## config.mk

```make
export PLATFORM = sky130hd
export DESIGN_NAME = sort_engine
export DESIGN_NICKNAME = d
export VERILOG_FILES = /design/src/rtl/sort_pkg.sv /design/src/rtl/sort_cmp_swap.sv /design/src/rtl/sort_engine.sv
export SDC_FILE = /design/constraint.sdc
export NUM_CORES = 1
export LEC_CHECK = 0
export ABC_AREA = 0
export CORE_MARGIN = 3
export CORE_UTILIZATION = 35
export DETAILED_ROUTE_END_ITERATION = 6
export DONT_BUFFER_PORTS = 1
export PLACE_DENSITY = 0.46
export SETUP_SLACK_MARGIN = 0.5
export SYNTH_ARGS = -nofsm -noshare
export SYNTH_HDL_FRONTEND = slang
export SYNTH_SLANG_ARGS = --single-unit
```

## constraint.sdc

```tcl
create_clock -name clk -period 15.35 [get_ports clk]
set_input_delay 3.07 -clock clk [delete_from_list [all_inputs] [get_ports clk]]
set_output_delay 3.07 -clock clk [all_outputs]
set_load 0.1 [all_outputs]
```

## src/rtl/sort_pkg.sv

```systemverilog
// -----------------------------------------------------------------------------
// sort_pkg
// Shared types and limits for the sort_engine accelerator.
//   state_t  : controller states (IDLE waits for loads/start, SORT runs phases)
//   parity_t : which neighbour pairs the current phase compares
//   Limits   : legal DEPTH range and default geometry
// Optional feature macro used by the engine: SORT_EARLY_EXIT_EN
// -----------------------------------------------------------------------------
package sort_pkg;

   typedef enum logic {
      IDLE = 1'b0,
      SORT = 1'b1
   } state_t;

   typedef enum logic {
      EVEN = 1'b0,
      ODD  = 1'b1
   } parity_t;

   localparam int SORT_MIN_DEPTH = 2;
   localparam int SORT_MAX_DEPTH = 256;
   localparam int SORT_DEF_WIDTH = 32;
   localparam int SORT_DEF_DEPTH = 8;

endpackage

```

## src/rtl/sort_cmp_swap.sv

```systemverilog
// -----------------------------------------------------------------------------
// sort_cmp_swap
// One compare-exchange cell of the odd-even transposition network.
// Ports:
//   a, b        in  WIDTH  lower-index and higher-index element
//   descending  in  1      0 = ascending order, 1 = descending order
//   lo, hi      out WIDTH  values destined for the lower / higher index
//   swapped     out 1      the pair is out of order and was exchanged
// Compare is unsigned; equal values never swap so equal pairs stay put.
// -----------------------------------------------------------------------------
module sort_cmp_swap
   import sort_pkg::*;
#(
   parameter int WIDTH = SORT_DEF_WIDTH
) (
   input  logic [WIDTH-1:0] a,
   input  logic [WIDTH-1:0] b,
   input  logic             descending,
   output logic [WIDTH-1:0] lo,
   output logic [WIDTH-1:0] hi,
   output logic             swapped
);

   // A pair is out of order when the lower slot holds the "later" value for
   // the selected direction; strict compares keep equal values in place.
   assign swapped = descending ? (a < b) : (a > b);
   assign lo      = swapped ? b : a;
   assign hi      = swapped ? a : b;

endmodule

```

## src/rtl/sort_engine.sv

```systemverilog
// -----------------------------------------------------------------------------
// sort_engine
// In-place odd-even transposition sorter for DEPTH words of WIDTH bits.
// Loaded through a write port, sorted on command (one phase per cycle) and
// read back through a combinational read port.
// Ports:
//   clk          in  1      rising-edge clock
//   rst_n        in  1      synchronous active-low reset (aborts a sort)
//   wr_en        in  1      write strobe, honoured only while idle
//   wr_addr      in  IDX_W  write index (indices >= DEPTH are ignored)
//   wr_data      in  WIDTH  write data
//   start        in  1      sort request, honoured only while idle
//   descending   in  1      order select, captured with start
//   rd_addr      in  IDX_W  read index
//   rd_data      out WIDTH  array[rd_addr], combinational
//   busy         out 1      high while sorting
//   done         out 1      one-cycle pulse at sort completion
//   phase_count  out CNT_W  phases run by the last completed sort
// Optional feature: define SORT_EARLY_EXIT_EN to stop once two consecutive
// phases make no swap; otherwise every sort runs exactly DEPTH phases.
// -----------------------------------------------------------------------------
module sort_engine
   import sort_pkg::*;
#(
   parameter  int WIDTH = SORT_DEF_WIDTH,
   parameter  int DEPTH = SORT_DEF_DEPTH,
   localparam int IDX_W = $clog2(DEPTH),
   localparam int CNT_W = $clog2(DEPTH + 1)
) (
   input  logic             clk,
   input  logic             rst_n,
   input  logic             wr_en,
   input  logic [IDX_W-1:0] wr_addr,
   input  logic [WIDTH-1:0] wr_data,
   input  logic             start,
   input  logic             descending,
   input  logic [IDX_W-1:0] rd_addr,
   output logic [WIDTH-1:0] rd_data,
   output logic             busy,
   output logic             done,
   output logic [CNT_W-1:0] phase_count
);

   logic [WIDTH-1:0] r_mem [DEPTH];
   state_t           r_state;
   state_t           w_nextState;
   parity_t          r_parity;
   logic             r_desc;
   logic [CNT_W-1:0] r_cnt;
   logic [CNT_W-1:0] r_phaseCount;
   logic             r_done;

   logic [WIDTH-1:0] w_lo [DEPTH-1];
   logic [WIDTH-1:0] w_hi [DEPTH-1];
   logic [DEPTH-2:0] w_swapped;
   logic [DEPTH-2:0] w_pairEn;
   logic [WIDTH-1:0] w_next [DEPTH];
   logic [CNT_W-1:0] w_cntNext;
   logic             w_lastPhase;
   logic             w_earlyStop;
   logic             w_wrAddrOk;
   logic             w_rdAddrOk;

`ifdef SORT_EARLY_EXIT_EN
   logic             r_prevSwap;
   logic             w_anySwap;
`endif

   // One compare-exchange cell per neighbour pair. Pair p joins even phases
   // when p is even and odd phases when p is odd, so active pairs never share
   // an element and the end element of an odd-length array idles in one phase.
   for (genvar g = 0; g < DEPTH - 1; g++) begin : g_cell
      sort_cmp_swap #(.WIDTH(WIDTH)) u_cell (
         .a          (r_mem[g]),
         .b          (r_mem[g+1]),
         .descending (r_desc),
         .lo         (w_lo[g]),
         .hi         (w_hi[g]),
         .swapped    (w_swapped[g])
      );
      assign w_pairEn[g] = ((r_parity == ODD) == (g % 2 == 1));
   end

   // Next array contents for a sort phase: an element is rewritten only when
   // its pair is active this phase and actually needs exchanging.
   always_comb begin
      for (int k = 0; k < DEPTH; k++) begin
         w_next[k] = r_mem[k];
      end
      for (int p = 0; p < DEPTH - 1; p++) begin
         if (w_pairEn[p] && w_swapped[p]) begin
            w_next[p]   = w_lo[p];
            w_next[p+1] = w_hi[p];
         end
      end
   end

`ifdef SORT_EARLY_EXIT_EN
   // The array is ordered once both parities have made a clean pass, i.e. this
   // phase and the previous one swapped nothing. The history flag is preset on
   // start so at least two phases always run.
   assign w_anySwap   = |(w_swapped & w_pairEn);
   assign w_earlyStop = !w_anySwap && !r_prevSwap;
`else
   assign w_earlyStop = 1'b0;
`endif

   assign w_cntNext  = r_cnt + 1'b1;
   assign w_wrAddrOk = ({1'b0, wr_addr} < (IDX_W+1)'(DEPTH));
   assign w_rdAddrOk = ({1'b0, rd_addr} < (IDX_W+1)'(DEPTH));

   // Controller next-state logic: IDLE moves to SORT on start; SORT returns to
   // IDLE at the edge that completes the final phase.
   always_comb begin
      w_nextState = r_state;
      w_lastPhase = 1'b0;
      case (r_state)
         IDLE: begin
            if (start) begin
               w_nextState = SORT;
            end
         end
         SORT: begin
            w_lastPhase = (w_cntNext == CNT_W'(DEPTH)) || w_earlyStop;
            if (w_lastPhase) begin
               w_nextState = IDLE;
            end
         end
         default: w_nextState = IDLE;
      endcase
   end

   // State register; reset aborts any sort in progress.
   always_ff @(posedge clk) begin
      if (!rst_n) begin
         r_state <= IDLE;
      end else begin
         r_state <= w_nextState;
      end
   end

   // Array, phase bookkeeping and done pulse. In IDLE a write lands on the same
   // edge that accepts start, so the sort sees the updated array. In SORT all
   // port requests are ignored and one phase is applied per edge.
   always_ff @(posedge clk) begin
      if (!rst_n) begin
         for (int k = 0; k < DEPTH; k++) begin
            r_mem[k] <= '0;
         end
         r_parity     <= EVEN;
         r_desc       <= 1'b0;
         r_cnt        <= '0;
         r_phaseCount <= '0;
         r_done       <= 1'b0;
`ifdef SORT_EARLY_EXIT_EN
         r_prevSwap   <= 1'b0;
`endif
      end else begin
         r_done <= 1'b0;
         if (r_state == IDLE) begin
            if (wr_en && w_wrAddrOk) begin
               r_mem[wr_addr] <= wr_data;
            end
            if (start) begin
               r_desc   <= descending;
               r_cnt    <= '0;
               r_parity <= EVEN;
`ifdef SORT_EARLY_EXIT_EN
               r_prevSwap <= 1'b1;
`endif
            end
         end else begin
            for (int k = 0; k < DEPTH; k++) begin
               r_mem[k] <= w_next[k];
            end
            r_parity <= (r_parity == EVEN) ? ODD : EVEN;
            r_cnt    <= w_cntNext;
`ifdef SORT_EARLY_EXIT_EN
            r_prevSwap <= w_anySwap;
`endif
            if (w_lastPhase) begin
               r_done       <= 1'b1;
               r_phaseCount <= w_cntNext;
            end
         end
      end
   end

   assign rd_data     = w_rdAddrOk ? r_mem[rd_addr] : '0;
   assign busy        = (r_state == SORT);
   assign done        = r_done;
   assign phase_count = r_phaseCount;

endmodule

```

==> results.toml, run 1 <==
[cells_and_area]
multi_input_area_um2 = 11000
final_cell_mix = "256 x edfxtp_1, 234 x inv_1, 226 x ha_1"
n_fill_cell = 5531
area_growth_pct = 9.09
fin_util = 0.388
final_common_cell = "edfxtp_1"
fin_cells = 2601
fin_nets = 2093
regArea_um2 = 7930
antenna_cells = 0
drive_above_1_share = 0.113

[synth]
netlist_instances = 1900
synth_seq_cells = 268
yosysWarnings = 0
synth_area_per_cell_um2 = 10.6
yosys.cell_types.count = 60
async_flop_share = 0
yosysSeqAreaShare = 0.393
syn_area_um2 = 20200
synth_edf_count = 256
synth_fp_nets = 2169
ys.flop_type = "edfxtp_1"

[detailed_routing]
dr.pass1.iters = 5
wl_um = 74000
route.detailed.drc = 0
detail-route-antenna-nets = 0
vias = 15974
drtIter0Drc = 1368
wl_per_cell_um = 28.4
via_per_inst = 6.14

[clock_network]
htreeDepth = 2
cts_root_buf = "clkbuf_16"
numCtsBuffers = 37
clk_latency_ps = 560
cts_tree = "done"
cts.path.max_buffers = 3
post_cts_resized = 0
hold_buffers = 0
postCtsSetupBuffers = 0
path_clk_slew_ps = 60
cts.sinks = 268

[critical_path]
arrival_ps = 4170
cp_slowest_cell = "mux4_2"
worst-path-max-fanout = 64
cp_top_family = "multiplexers"
worstSetupPathType = "in2out"
regToRegSetupSlack_ps = 9340
required_ps = 12280
critPathMaxStageDelay_ps = 520
path_cells = "mux4_2 > mux2_2"
worst_setup_path_start_kind = "input port"
critPathCaptureType = "output pin"
cp_num_buf_inv = 0

[grt]
grt_pass1_vias = 15783
grt_max_degree = 65
grt.overflow.total = 0
grtUsageTotal = 0.242
grt_pass1_wl_um = 108000
antenna_found_initial = 1

[min_path]
hold_path.class = "reg2reg"

[die]
fp.dieW_um = 246
core_region_area_um2 = 56700
io_pins = 81
die_h_um = 246
rows = 87
dieArea_um2 = 60600
start_util = 0.356

[place]
placedCellCount = 2541
pre_cts_ws_ps = 8140
gp_congestion = 0.864
portBuffers = 0
dp_hpwl_um = 52200

[run]
maxCapViolations = 0

[sta]
fin_worst_skew_ps = 18.6
max_clock_freq_mhz = 138
period_needed_ps = 7240
fin_tns_setup_ps = 0
finalWorstSetupSlack_ps = 8110
tightest_slew_ps = 1230
setup_violations = 0
slew_viol_final = 0
period_share = 0.471
hold_viol = 0
relSlewSlack = 0.170
rsz0062_at_grt = "no"

[pwr]
p_leak_nw = 8.75
power_density_nw_per_um2 = 118
vdd_drop_max_uv = 63.3

[run_status]
status = "finished, final reports clean"
## layer usage
layer / up-vias / GRT usage / routed length [um]
li1: 7159 / - / -
met1: 8099 / 0.324 / 32000
met2: 611 / 0.392 / 34300
met3: 105 / 0.0530 / 5760
met4: 0 / 0.0710 / 1920
met5: - / 0 / 0
## cell families after synthesis
kind of cell               count (synthesis)  synth area share
DFF                                      268             0.393
and+or+nand+nor                          443             0.112
AOI/OAI and AO/OA                        449             0.170
xor gates and xnor gates                   2          0.000868
buffers and inverters                    374            0.0740
muxes                                    138             0.110
adders and majority gates                226             0.140
## cells in the mapped netlist (27+ instances only)
master    count  share of area
inv_1       234          0.043
a21o_1       31          0.012
nor2_1       27         0.0050
clkbuf_1    101          0.019
o21ai_0      92          0.023
mux4_2       64          0.071
nand2_1     116          0.022
a221o_1     149          0.074
and2_1       34          0.011
edfxtp_1    256           0.38
ha_1        226           0.14
mux2i_1      40          0.020
mux2_2       34          0.019
a22o_1       33          0.014
nor3_1      139          0.034
a21oi_1      80          0.020
nand4_1      34          0.011
## metrics by stage
stage	instance area [um2]	hold slack (ps)	total power [W]
after global routing	22000	583	0.00271
after CTS	22000	556	0.00261
after global placement	20900	533	0.00176
after floorplan	20200	517	0.00153
after detailed placement	20900	545	0.00177
final	22000	552	0.00259
## sequential cells by signal (all words and copies together), names as in the netlist
signal and flops:
phase_count 4, r_cnt 4, r_mem 256, busy 1
r_parity 1, done 1, r_desc 1
## power breakdown
group | total, W | leakage (nW) | internal [W] | switching, W
registers | 0.00103 | 2.80 | 0.000906 | 0.000122
clock network | 0.000835 | 0.546 | 0.000487 | 0.000348
logic | 0.000731 | 5.40 | 0.000246 | 0.000485
total | 0.00259 | 8.75 | 0.00164 | 0.000955
## path summary, 6_finish.rpt
path,start,end,cells past startpoint
max,rd_addr[0],rd_data[18],2
min reg2reg,r_cnt[3]$_SDFFE_PN0P_,r_cnt[3]$_SDFFE_PN0P_,2
max reg2reg,r_mem[2][14]$_DFFE_PP_,r_mem[2][17]$_DFFE_PP_,11
min,r_cnt[3]$_SDFFE_PN0P_,r_cnt[3]$_SDFFE_PN0P_,2
## area by class of cell
cell class	instances	share of cell area
flip-flops and latches	268	0.360
multi-input cells	1258	0.498
inverters	234	0.0399
clock buffers	54	0.0492
repair buffers	25	0.00852
well taps	756	0.0429
clock inverters	6	0.00170
Note: power is estimated with default switching activity, not from simulation.
==> inputs of run 2 (changes only) <==
--- a/config.mk
+++ b/config.mk
@@ -10,7 +10,7 @@
 export CORE_UTILIZATION = 35
 export DETAILED_ROUTE_END_ITERATION = 6
 export DONT_BUFFER_PORTS = 1
-export PLACE_DENSITY = 0.46
+export PLACE_DENSITY = 0.48
 export SETUP_SLACK_MARGIN = 0.5
 export SYNTH_ARGS = -nofsm -noshare
 export SYNTH_HDL_FRONTEND = slang
==> constraint.sdc (replaced) <==
create_clock -name clk -period 6.12 [get_ports clk]
set_input_delay 1.224 -clock clk [delete_from_list [all_inputs] [get_ports clk]]
set_output_delay 1.224 -clock clk [all_outputs]
set_load 0.1 [all_outputs]
==> run 2 against run 1 <==
Power increased by 150%. Global-route usage is 0.53 points lower. Cell count rose by 0.46%. Utilization grew 0.077 points. Combinational power rose to 2.6 times the previous value. Hold slack better by 2.8 ps. Sequential share of layout area is 0.071 points lower. Sequential power up 150%. Via count increased by 0.36%. Register-to-register slack worse by 8600 ps. Die area unchanged. Largest cell class unchanged. Largest power group unchanged. Highest routed layer unchanged.
==> results.toml, run 2 (synthesis results as in run 1) <==
[sta]
tightest_slew_ps = 1300
slew_viol_final = 0
fin_tns_setup_ps = 0
rsz0062_at_grt = "no"
period_share = 0.872
period_needed_ps = 5330
relSlewSlack = 0.131
fin_worst_skew_ps = 29.2
hold_viol = 0
setup_violations = 0
max_clock_freq_mhz = 187

[min_path]
hold_path.class = "reg2reg"
hold_start = "r_cnt[3]$_SDFFE_PN0P_"
holdPathStages = 2
hold_path_end = "r_cnt[3]$_SDFFE_PN0P_"

[die]
start_util = 0.356
fp.dieW_um = 246
rows = 87
die_h_um = 246
dieArea_um2 = 60600
core_region_area_um2 = 56700
io_pins = 81

[pwr]
p_switching_w = 0.00239
power_frac_comb = 0.292
p_leak_nw = 8.78
internal_power_w = 0.00409
pwr-share-seq = 0.390
vdd_drop_max_uv = 194
power_density_nw_per_um2 = 294
swShare = 0.369
power_w = 0.00648
clock_power_share = 0.318

[critical_path]
arrival_ps = 5560
reg2reg_to = "r_mem[2][25]$_DFFE_PP_"
reg2regPathDepth = 9
worst-path-max-fanout = 17
critPathCaptureType = "flop"
worst_setup_path_start_kind = "flop"
regToRegSetupSlack_ps = 790
cp_top_family = "compound AO/OA/AOI/OAI gates"
cp_num_buf_inv = 1
required_ps = 6340
path_cells = "ha_1 > nand4_1 > nor4_1 > a21boi_0 > or4_1 > a21oi_1 > mux2_2 > a32oi_4 > buf_4"
worstSetupPathType = "reg2reg"
reg2reg_from = "r_mem[1][15]$_DFFE_PP_"
cp_slowest_cell = "a32oi_4"
critPathMaxStageDelay_ps = 930

[cells_and_area]
fin_nets = 2099
final_common_cell = "edfxtp_1"
final_cell_mix = "256 x edfxtp_1, 234 x inv_1, 226 x ha_1"
n_fill_cell = 5488
fin_util = 0.389
regMostFlops = "r_mem"
drive_above_1_share = 0.117
area_growth_pct = 9.31
largest_reg_flops = 256

[clock_network]
postCtsSetupBuffers = 0
cts_tree = "done"
post_cts_resized = 0
numCtsBuffers = 37
clk_latency_ps = 570
cts.sinks = 268
hold_buffers = 0
htreeDepth = 2
cts_root_buf = "clkbuf_16"
path_clk_slew_ps = 60
cts.path.max_buffers = 3

[place]
gp_congestion = 0.844
portBuffers = 0
dp_hpwl_um = 49900

[detailed_routing]
wl_um = 72300
dr.pass1.iters = 6
detail-route-antenna-nets = 0
route.detailed.drc = 0
drtIter0Drc = 1574
vias = 16032
wl_per_cell_um = 27.7
via_per_inst = 6.14

[run]
maxCapViolations = 0

[grt]
grt_pass1_wl_um = 107000
grt_pass1_vias = 15920
grt.overflow.total = 0
grtUsageTotal = 0.237
antenna_found_initial = 0
grt_max_degree = 65

[run_status]
status = "finished, final reports clean"
[run 2: cell count changes in the layout (fill, tap and decap cells not counted), moves of 2 or more]
cell	delta
clkbuf_1	+3
clkbuf_16	-2
inv_6	+2
buf_4	+6
clkinv_2	+2
[run 2: worst register-to-register path, stage by stage, from the launching register on]
cell and delay, ps:
edfxtp_1 470, ha_1 380, nand4_1 210, nor4_1 910, a21boi_0 670, or4_1 310
a21oi_1 140, mux2_2 540, a32oi_4 930, buf_4 450
[run 2: area by class of cell]
class	instances	area (um2)	area share
multi-input combinational	1258	11000	0.497
timing repair buffer	31	233	0.0105
antenna	1	2.50	0.000113
sequential	268	7930	0.359
clock buffer	56	1060	0.0480
tap	756	946	0.0428
inverter	234	878	0.0398
clock inverter	9	48.8	0.00221
[run 2: worst max-delay path by stage]
stage / from / cells past startpoint / end / slack, ps
floorplan: r_mem[1][14]$_DFFE_PP_ / 9 / r_mem[0][0]$_DFFE_PP_ / 1430
global placement: r_mem[1][15]$_DFFE_PP_ / 9 / r_mem[2][17]$_DFFE_PP_ / 970
detailed placement: r_mem[1][15]$_DFFE_PP_ / 9 / r_mem[2][15]$_DFFE_PP_ / 940
CTS: r_mem[1][15]$_DFFE_PP_ / 9 / r_mem[2][17]$_DFFE_PP_ / 910
global route: r_mem[1][15]$_DFFE_PP_ / 9 / r_mem[2][17]$_DFFE_PP_ / 790
finish: r_mem[1][15]$_DFFE_PP_ / 9 / r_mem[2][25]$_DFFE_PP_ / 790
[run 2: layer usage]
metal  GRT usage  up-vias  wire, um
li1            -     7175         -
met1       0.336     8158     32600
met5           0        -         0
met3      0.0403       97      4960
met2       0.376      602     33300
met4      0.0538        0      1420
[run 2: power groups by stage]
stage | registers [W] | clock network, W | logic, W
after detailed placement | 0.00256 | 0 | 0.00189
final | 0.00253 | 0.00206 | 0.00189
after global placement | 0.00255 | 0 | 0.00187
after CTS | 0.00252 | 0.00210 | 0.00190
after floorplan | 0.00245 | 0 | 0.00139
after global routing | 0.00255 | 0.00216 | 0.00206
[run 2: stage by stage]
stage          setup slack, ps  cell area [um2]  std cells  hold slack (ps)
6_report                   786            22100       2613              554
5_1_grt                    790            22100       2612              628
4_1_cts                    915            22100       2612              557
3_5_place_dp               935            21000       2547              543
3_3_place_gp               967            21000       2547              529
2_1_floorplan             1430            20200       1900              517
==> inputs of run 3 (changes only) <==
--- a/config.mk
+++ b/config.mk
@@ -6,11 +6,13 @@
 export NUM_CORES = 1
 export LEC_CHECK = 0
 export ABC_AREA = 0
+export CELL_PAD_IN_SITES_DETAIL_PLACEMENT = 1
+export CELL_PAD_IN_SITES_GLOBAL_PLACEMENT = 2
 export CORE_MARGIN = 3
-export CORE_UTILIZATION = 35
+export CORE_UTILIZATION = 40
 export DETAILED_ROUTE_END_ITERATION = 6
 export DONT_BUFFER_PORTS = 1
-export PLACE_DENSITY = 0.48
+export PLACE_DENSITY = 0.75
 export SETUP_SLACK_MARGIN = 0.5
 export SYNTH_ARGS = -nofsm -noshare
 export SYNTH_HDL_FRONTEND = slang
==> run 3 against run 2 <==
Sequential power is essentially flat. Critical path depth grew 1. Wire length grew 3.7%. Largest cell class unchanged. Clock power shrank 2%. Worst setup slack gained 750 ps. Clock skew shrank 8.3 ps. Critical path type unchanged. Count of clock-buffer cells in the layout shrank 9. Combinational power is essentially flat. First-iteration DRC count shrank 17%. Highest routed layer is now met5. Sequential share of layout area grew 0.33 points.
==> results.toml, run 3 (synthesis results as in run 1) <==
[sta]
setup_violations = 0
period_share = 0.750
rsz0062_at_grt = "no"
tightest_slew_ps = 1300
period_needed_ps = 4590
fin_worst_skew_ps = 20.8
relSlewSlack = 0.115
fin_tns_setup_ps = 0
max_clock_freq_mhz = 218
finalWorstSetupSlack_ps = 1530
hold_viol = 0
slew_viol_final = 0

[die]
start_util = 0.409
rows = 81
dieArea_um2 = 53200
fp.dieW_um = 231
die_h_um = 231
io_pins = 81
core_region_area_um2 = 49400

[clock_network]
clk_latency_ps = 560
htreeDepth = 2
cts_root_buf = "clkbuf_16"
postCtsSetupBuffers = 0
hold_buffers = 0
cts_tree = "done"
path_clk_slew_ps = 60
post_cts_resized = 0
numCtsBuffers = 36
cts.sinks = 268
cts.path.max_buffers = 3

[pwr]
power_density_nw_per_um2 = 295
p_leak_nw = 8.74
p_switching_w = 0.00241
swShare = 0.374
vdd_drop_max_uv = 149
clock_power_share = 0.313
power_frac_comb = 0.293
pwr-share-seq = 0.393
internal_power_w = 0.00404

[place]
portBuffers = 0
dp_hpwl_um = 53800
pre_cts_ws_ps = 1400
gp_congestion = 0.868

[cells_and_area]
area_growth_pct = 8.32
largest_reg_flops = 256
n_fill_cell = 5390
regMostFlops = "r_mem"
drive_above_1_share = 0.114
final_common_cell = "edfxtp_1"
antenna_cells = 0
fin_nets = 2094
final_cell_mix = "256 x edfxtp_1, 234 x inv_1, 226 x ha_1"

[detailed_routing]
detail-route-antenna-nets = 0
wl_per_cell_um = 29.8
drtIter0Drc = 1311
route.detailed.drc = 0
vias = 16261
wl_um = 75000
dr.pass1.iters = 5
via_per_inst = 6.47

[grt]
antenna_found_initial = 4
grt_pass1_wl_um = 112000
grt.overflow.total = 0
grtUsageTotal = 0.280
grt_pass1_vias = 16680
grt_max_degree = 66

[critical_path]
worstSetupPathType = "reg2reg"
required_ps = 6350
critPathCaptureType = "flop"
worst_setup_path_start_kind = "flop"
arrival_ps = 4820
worst-path-max-fanout = 13

[min_path]
hold_path.class = "reg2reg"

[run_status]
status = "finished, final reports clean"

[run]
maxCapViolations = 0
## run 3: cell type report
class                      count  area (um2)  share of cell area
inverter                     234         878              0.0402
clock buffer                  47         963              0.0440
timing repair buffer          27         203             0.00927
multi-input combinational   1258       11000               0.502
clock inverter                14        91.3             0.00418
tap                          664         831              0.0380
sequential                   268        7930               0.362
## run 3: final timing paths
path	depth (start not counted)	slack [ps]	from	end
worst max-delay path	10	1530	r_mem[1][26]$_DFFE_PP_	r_mem[0][27]$_DFFE_PP_
worst min register to register	2	600	r_cnt[3]$_SDFFE_PN0P_	r_cnt[3]$_SDFFE_PN0P_
worst max register to register	10	1530	r_mem[1][26]$_DFFE_PP_	r_mem[0][27]$_DFFE_PP_
worst min-delay path	2	600	r_cnt[3]$_SDFFE_PN0P_	r_cnt[3]$_SDFFE_PN0P_
## run 3: stage by stage
step / cell area (um2) / cells / utilization / hold WS [ps] / total power, W
floorplan: 20200 / 1900 / - / 517 / 0.00385
global placement: 20800 / 2451 / 0.422 / 531 / 0.00439
detailed placement: 20800 / 2451 / 0.422 / 565 / 0.00445
CTS: 21900 / 2512 / 0.443 / 611 / 0.00647
global route: 21900 / 2512 / 0.443 / 634 / 0.00675
finish: 21900 / 2512 / 0.443 / 600 / 0.00645
## run 3: worst max-delay path: stages (launching register included)
cell and delay [ps]:
edfxtp_1 430, inv_1 90, ha_1 320, nand4_1 230
nor4_1 690, a22oi_1 230, a31oi_1 380, a211oi_1 100
mux2i_1 280, o311ai_4 1080, buf_4 410
## run 3: routing by layer
layer / vias up / GRT usage / share of wire
met1: 8348 / 0.393 / 0.44
met3: 113 / 0.0675 / 0.092
li1: 7153 / - / -
met4: 2 / 0.0792 / 0.028
met2: 645 / 0.432 / 0.45
met5: - / 0 / 0.00012
## run 3: power by group through the flow
stage	Combinational [W]	Sequential [W]	Clock, W
2_1_floorplan	0.00139	0.00245	0
3_3_place_gp	0.00184	0.00255	0
3_5_place_dp	0.00188	0.00257	0
4_1_cts	0.00189	0.00253	0.00205
5_1_grt	0.00206	0.00257	0.00212
6_report	0.00189	0.00254	0.00202
